===== config.mk =====
export PLATFORM = sky130hd
export DESIGN_NAME = numrecog_match_ctrl
export DESIGN_NICKNAME = d
export VERILOG_FILES = /design/src/rtl/numrecog_match_ctrl.sv
export SDC_FILE = /design/constraint.sdc
export NUM_CORES = 1
export LEC_CHECK = 0
export CORE_UTILIZATION = 55
export DETAILED_ROUTE_END_ITERATION = 8
export PLACE_DENSITY = 0.83
export SLEW_MARGIN = 20
export SYNTH_ARGS = -nofsm -noshare
export SYNTH_HDL_FRONTEND = slang
export SYNTH_SLANG_ARGS = --single-unit
export TNS_END_PERCENT = 30

===== constraint.sdc =====
create_clock -name clk -period 11.2 [get_ports clk]
set_clock_uncertainty 0.15 [all_clocks]
set_input_delay 1.68 -clock clk [delete_from_list [all_inputs] [get_ports clk]]
set_output_delay 1.68 -clock clk [all_outputs]
set_load 0.005 [all_outputs]

===== src/rtl/numrecog_match_ctrl.sv =====
`default_nettype none
// ============================================================================
// Module      : numrecog_match_ctrl
// Description : Time-shares the digit-template ROM bank against a captured
//               16x16 image. Walks every (template, row) pair once per start,
//               scores per-pixel agreement and reports the best digit/score.
// Revision    : 1.0 - initial release
// ============================================================================
module numrecog_match_ctrl #(
    parameter int NUM_DIGITS = 10,
    parameter int MIN_SCORE  = 0
) (
    input  logic        clk,
    input  logic        rst,
    input  logic        start,
    output logic [3:0]  rom_sel,
    output logic [3:0]  row_addr,
    input  logic [15:0] rom_row,
    input  logic [15:0] img_row,
    output logic        busy,
    output logic        done,
    output logic        valid,
    output logic [3:0]  digit,
    output logic [8:0]  score
);

    typedef enum logic [1:0] {
        S_IDLE  = 2'd0,
        S_SCAN  = 2'd1,
        S_FLUSH = 2'd2,
        S_DONE  = 2'd3
    } state_t;

    localparam logic [3:0] c_last_sel  = 4'(NUM_DIGITS - 1);
    localparam logic [9:0] c_min_score = 10'(MIN_SCORE);

    state_t      r_state;
    state_t      w_state_next;

    logic        w_accept;
    logic        w_last_pair;
    logic [15:0] w_agree;
    logic [4:0]  w_match;

    logic        r_pipe_vld;
    logic        r_pipe_last;
    logic [4:0]  r_pipe_val;
    logic [3:0]  r_pipe_sel;

    logic [8:0]  r_acc;
    logic [8:0]  r_best;
    logic [3:0]  r_best_sel;
    logic [8:0]  w_cand;
    logic        w_take;
    logic [8:0]  w_best_next;
    logic [3:0]  w_best_sel_next;

    assign w_accept    = (r_state == S_IDLE) && start;
    assign w_last_pair = (r_state == S_SCAN) && (rom_sel == c_last_sel) && (row_addr == 4'hF);
    assign busy        = (r_state != S_IDLE);
    assign done        = (r_state == S_DONE);

    // State register
    always_ff @(posedge clk or posedge rst) begin
        if (rst) begin
            r_state <= S_IDLE;
        end else begin
            r_state <= w_state_next;
        end
    end

    // Next-state logic: scan every pair, one flush cycle, one done cycle
    always_comb begin
        w_state_next = r_state;
        case (r_state)
            S_IDLE:  if (start) w_state_next = S_SCAN;
            S_SCAN:  if (w_last_pair) w_state_next = S_FLUSH;
            S_FLUSH: w_state_next = S_DONE;
            S_DONE:  w_state_next = S_IDLE;
            default: w_state_next = S_IDLE;
        endcase
    end

    // Address walker: row is the fast index, template the slow one; holds after the last pair
    always_ff @(posedge clk or posedge rst) begin
        if (rst) begin
            rom_sel  <= 4'd0;
            row_addr <= 4'd0;
        end else if (w_accept) begin
            rom_sel  <= 4'd0;
            row_addr <= 4'd0;
        end else if ((r_state == S_SCAN) && !w_last_pair) begin
            row_addr <= row_addr + 4'd1;
            if (row_addr == 4'hF) begin
                rom_sel <= rom_sel + 4'd1;
            end
        end
    end

    // Row agreement count: number of pixels where template and image match
    always_comb begin
        w_agree = ~(rom_row ^ img_row);
        w_match = 5'd0;
        for (int i = 0; i < 16; i++) begin
            w_match = w_match + 5'(w_agree[i]);
        end
    end

    // Pipe register: row score plus the tags the accumulate stage needs
    always_ff @(posedge clk or posedge rst) begin
        if (rst) begin
            r_pipe_vld  <= 1'b0;
            r_pipe_last <= 1'b0;
            r_pipe_val  <= 5'd0;
            r_pipe_sel  <= 4'd0;
        end else begin
            r_pipe_vld  <= (r_state == S_SCAN);
            r_pipe_last <= (row_addr == 4'hF);
            r_pipe_val  <= w_match;
            r_pipe_sel  <= rom_sel;
        end
    end

    // Candidate compare: template 0 always seeds best, later ones must beat it strictly
    always_comb begin
        w_cand          = r_acc + {4'd0, r_pipe_val};
        w_take          = r_pipe_vld && r_pipe_last && ((r_pipe_sel == 4'd0) || (w_cand > r_best));
        w_best_next     = w_take ? w_cand : r_best;
        w_best_sel_next = w_take ? r_pipe_sel : r_best_sel;
    end

    // Accumulator and running best, both cleared when a new scan is accepted
    always_ff @(posedge clk or posedge rst) begin
        if (rst) begin
            r_acc      <= 9'd0;
            r_best     <= 9'd0;
            r_best_sel <= 4'd0;
        end else if (w_accept) begin
            r_acc      <= 9'd0;
            r_best     <= 9'd0;
            r_best_sel <= 4'd0;
        end else begin
            if (r_pipe_vld) begin
                r_acc <= r_pipe_last ? 9'd0 : w_cand;
            end
            r_best     <= w_best_next;
            r_best_sel <= w_best_sel_next;
        end
    end

    // Result registers: the FLUSH cycle folds in the final row, so load from the next-best values
    always_ff @(posedge clk or posedge rst) begin
        if (rst) begin
            valid <= 1'b0;
            digit <= 4'd0;
            score <= 9'd0;
        end else if (w_accept) begin
            valid <= 1'b0;
        end else if (r_state == S_FLUSH) begin
            score <= w_best_next;
            digit <= ({1'b0, w_best_next} < c_min_score) ? 4'hF : w_best_sel_next;
            valid <= 1'b1;
        end
    end

endmodule
`default_nettype wire

==> flow_metrics.env <==
export IMPL_hold_viol=0
export IMPL_io_pins=59
export IMPL_routedWlPerCell_um=14.6
export IMPL_rsz0062_at_grt="no"
export IMPL_synth_area_leader_cell="dfrtp_1"
export IMPL_postCtsSetupBuffers=0
export IMPL_relSlewSlack_pct=33.5
export IMPL_fin_crit_sh_pct=46.0
export IMPL_clock_fmax_mhz=194
export IMPL_clock_root_buffer="clkbuf_8"
export IMPL_grt_pass1_vias=2493
export IMPL_syn_to_final_growth_pct=25.7
export IMPL_synth_area_leaders="dfrtp_1 43%, ha_1 10%, fa_1 6.7%, nor2_1 4.5%, a21oi_1 4.0%"
export IMPL_first_pass_iters=4
export IMPL_die_w_um=79.3
export IMPL_synth_seq_area_share_pct=43.4
export IMPL_synth_cells=313
export IMPL_startpoint_type="primary input"
export IMPL_clk_pin_slew_ns=0.07
export IMPL_grt_max_degree=58
export IMPL_finalWirelength_um=6580
export IMPL_combPwrFrac_pct=58.8
export IMPL_dieArea_mm2=0.00629
export IMPL_min_path_type="reg -> reg"
export IMPL_internal_power_uw=666
export IMPL_maxCapViolations=0
export IMPL_antenna_found_initial=0
export IMPL_finalWeightedCongestion=0.834
export IMPL_fin_area_mm2=0.00413
export IMPL_p_clk_share_pct=16.8
export IMPL_worstRegToRegCells=13
export IMPL_layout_nets=448
export IMPL_finalCriticalPeriod_ns=5.15
export IMPL_place_port_buffers=58
export IMPL_cts_hold_buf=0
export IMPL_fin_tns_setup_ns=0
export IMPL_slew_violations=0
export IMPL_clock_latency_ns=0.34
export IMPL_crit_arrival_ns=5.28
export IMPL_num_rows=27
export IMPL_status="completed"
export IMPL_mappedNetlistNets=386
export IMPL_yosysWarnings=0
export IMPL_worst_r2r_endpoint="score[2]$_DFFE_PP0P_"
export IMPL_reg2reg_slack_ns=6.67
export IMPL_drive_above_1_share_pct=6.84
export IMPL_drtIter0Drc=80
export IMPL_cts_max_path_buffers=2
export IMPL_drc=0
export IMPL_ant_nets=0
export IMPL_layout_common_cells="58 x clkdlybuf4s50_1, 57 x dfrtp_1, 39 x nor2_1, 32 x inv_1, 27 x ha_1"
export IMPL_synth_top_area_share_pct=43.4
export IMPL_cts_tree="yes"
export IMPL_power_per_cell_area_mw_per_mm2=280
export IMPL_regToRegStartpoint="r_acc[0]$_DFFE_PP0P_"
export IMPL_switching_power_uw=491
export IMPL_groute_usage_overall_pct=23.4
export IMPL_die_h_um=79.3
export IMPL_cts_made_buffers=9
export IMPL_worst_slew_pin_slew_ns=0.997
export IMPL_critPathKind="in -> reg"
export IMPL_vias=2410
export IMPL_core_area_mm2=0.00564
export IMPL_grt_overflow=0
export IMPL_hold_depth=0
export IMPL_grt_pass1_wl_um=11100
export IMPL_synth_seq_cells=57
export IMPL_place_area_mm2=0.00393
export IMPL_cp_end_kind="register"
export IMPL_layout_commonest_cell="clkdlybuf4s50_1"
export IMPL_holdPathEnd="r_pipe_sel[3]$_DFF_PP0_"
export IMPL_vias_per_cell=5.33
export IMPL_finalSetupViolCount=0
export IMPL_ir_worst_vdd_v=0.000180
export IMPL_syn_area_per_cell_um2=10.5
export IMPL_p_leak_uw=0.00195
export IMPL_initial_utilization_pct=58.3
export IMPL_worstPathRequired_ns=11.33
export IMPL_clock_sinks=57
export IMPL_htreeDepth=3
export IMPL_p_sw_share_pct=42.4
export IMPL_critPathMaxFanout=2
export IMPL_antenna_cells=0
export IMPL_hold_start="rom_sel[3]$_DFFE_PP0P_"
export IMPL_power_frac_seq_pct=24.4
export IMPL_synth_area_mm2=0.00329
export IMPL_cts_resized_gates=0
export IMPL_dp_hpwl_um=4730
export IMPL_yosysUniqueCellTypes=37
## flip-flops by register name (all words and copies together) (netlist names), 5 cells and up
register and cells:
r_acc 9, score 9, r_best 9, r_pipe_val 5
## power groups by stage
stage,clock network (µW),logic [µW],registers [µW]
after floorplan,0,557,277
after global placement,0,645,282
after detailed placement,0,679,285
after CTS,197,688,282
after global routing,208,765,287
final,194,681,282
## Yosys cell counts
cell / count
a211oi_1: 4
a21boi_1: 1
a21o_1: 3
a21oi_1: 26
a221oi_4: 1
a31oi_1: 1
and2_1: 1
and3_1: 2
and4_1: 2
buf_6: 1
clkbuf_1: 7
dfrtp_1: 57
fa_1: 11
ha_1: 27
inv_1: 33
mux2_1: 1
mux2_2: 5
mux2i_1: 13
nand2_1: 6
nand2b_1: 6
nand3_1: 3
nand3b_1: 2
nand4_1: 1
nor2_1: 39
nor2b_1: 12
nor3_1: 2
nor4bb_1: 1
o2111ai_1: 1
o21a_1: 1
o21ai_0: 9
o21ai_1: 1
o21bai_1: 1
o22ai_1: 2
or3_1: 1
or4_4: 1
xnor2_1: 14
xor2_1: 14
## cell families after synthesis
logic type                 after synthesis  share of synthesized area [%]
buffers and inverters                   41                           4.91
AOI/OAI and AO/OA                       51                           9.40
muxes                                   19                           6.01
DFF                                     57                           43.4
xor gates and xnor gates                28                           7.46
and+or+nand+nor                         79                           11.9
adders and majority gates               38                           17.0
## routing by layer
| metal | wire length [µm] | vias up | track usage [%] |
|---|---|---|---|
| li1 | - | 1167 | - |
| met1 | 2840 | 1170 | 26.2 |
| met2 | 3350 | 60 | 41.7 |
| met3 | 243 | 13 | 5.29 |
| met4 | 150 | 0 | 11.3 |
| met5 | 0 | - | 0 |
## layout make-up
class / count / area [µm²]
Multi-Input combinational cell: 215 / 1700
Fill cell: 389 / 1510
Sequential cell: 57 / 1430
Timing Repair Buffer: 59 / 588
Clock buffer: 9 / 124
Inverter: 33 / 124
Tap cell: 72 / 90.1
Clock inverter: 7 / 78.8
## per-stage QoR
stage | cells | hold slack (ns) | utilization, % | setup WS [ns] | power, µW
3_5_place_dp | 436 | 0.298 | 69.7 | 5.68 | 964
3_3_place_gp | 436 | 0.299 | 69.7 | 5.77 | 927
6_report | 452 | 0.309 | 73.3 | 6.05 | 1160
4_1_cts | 452 | 0.316 | 73.3 | 6.04 | 1170
5_1_grt | 452 | 0.331 | 73.3 | 5.88 | 1260
2_1_floorplan | 313 | 0.281 | - | 6.25 | 833
## worst max-delay path by stage
stage | start | end | depth (start not counted) | slack [ns]
2_1_floorplan | img_row[11] | r_pipe_val[4]$_DFF_PP0_ | 13 | 6.25
3_3_place_gp | img_row[11] | r_pipe_val[4]$_DFF_PP0_ | 14 | 5.77
3_5_place_dp | img_row[11] | r_pipe_val[4]$_DFF_PP0_ | 14 | 5.68
4_1_cts | rom_row[1] | r_pipe_val[4]$_DFF_PP0_ | 12 | 6.04
5_1_grt | img_row[9] | r_pipe_val[4]$_DFF_PP0_ | 13 | 5.88
6_report | img_row[11] | r_pipe_val[4]$_DFF_PP0_ | 14 | 6.05
## critical path, stage by stage
cell and delay (ns):
clkdlybuf4s50_1 0.42, xor2_1 0.18, fa_1 0.53, inv_1 0.05, fa_1 0.49, inv_1 0.05, fa_1 0.46, fa_1 0.49
inv_1 0.07, ha_1 0.17, inv_1 0.06, fa_1 0.39, nor2b_1 0.13, o21a_1 0.11
Power figures use the tool's default switching activity.
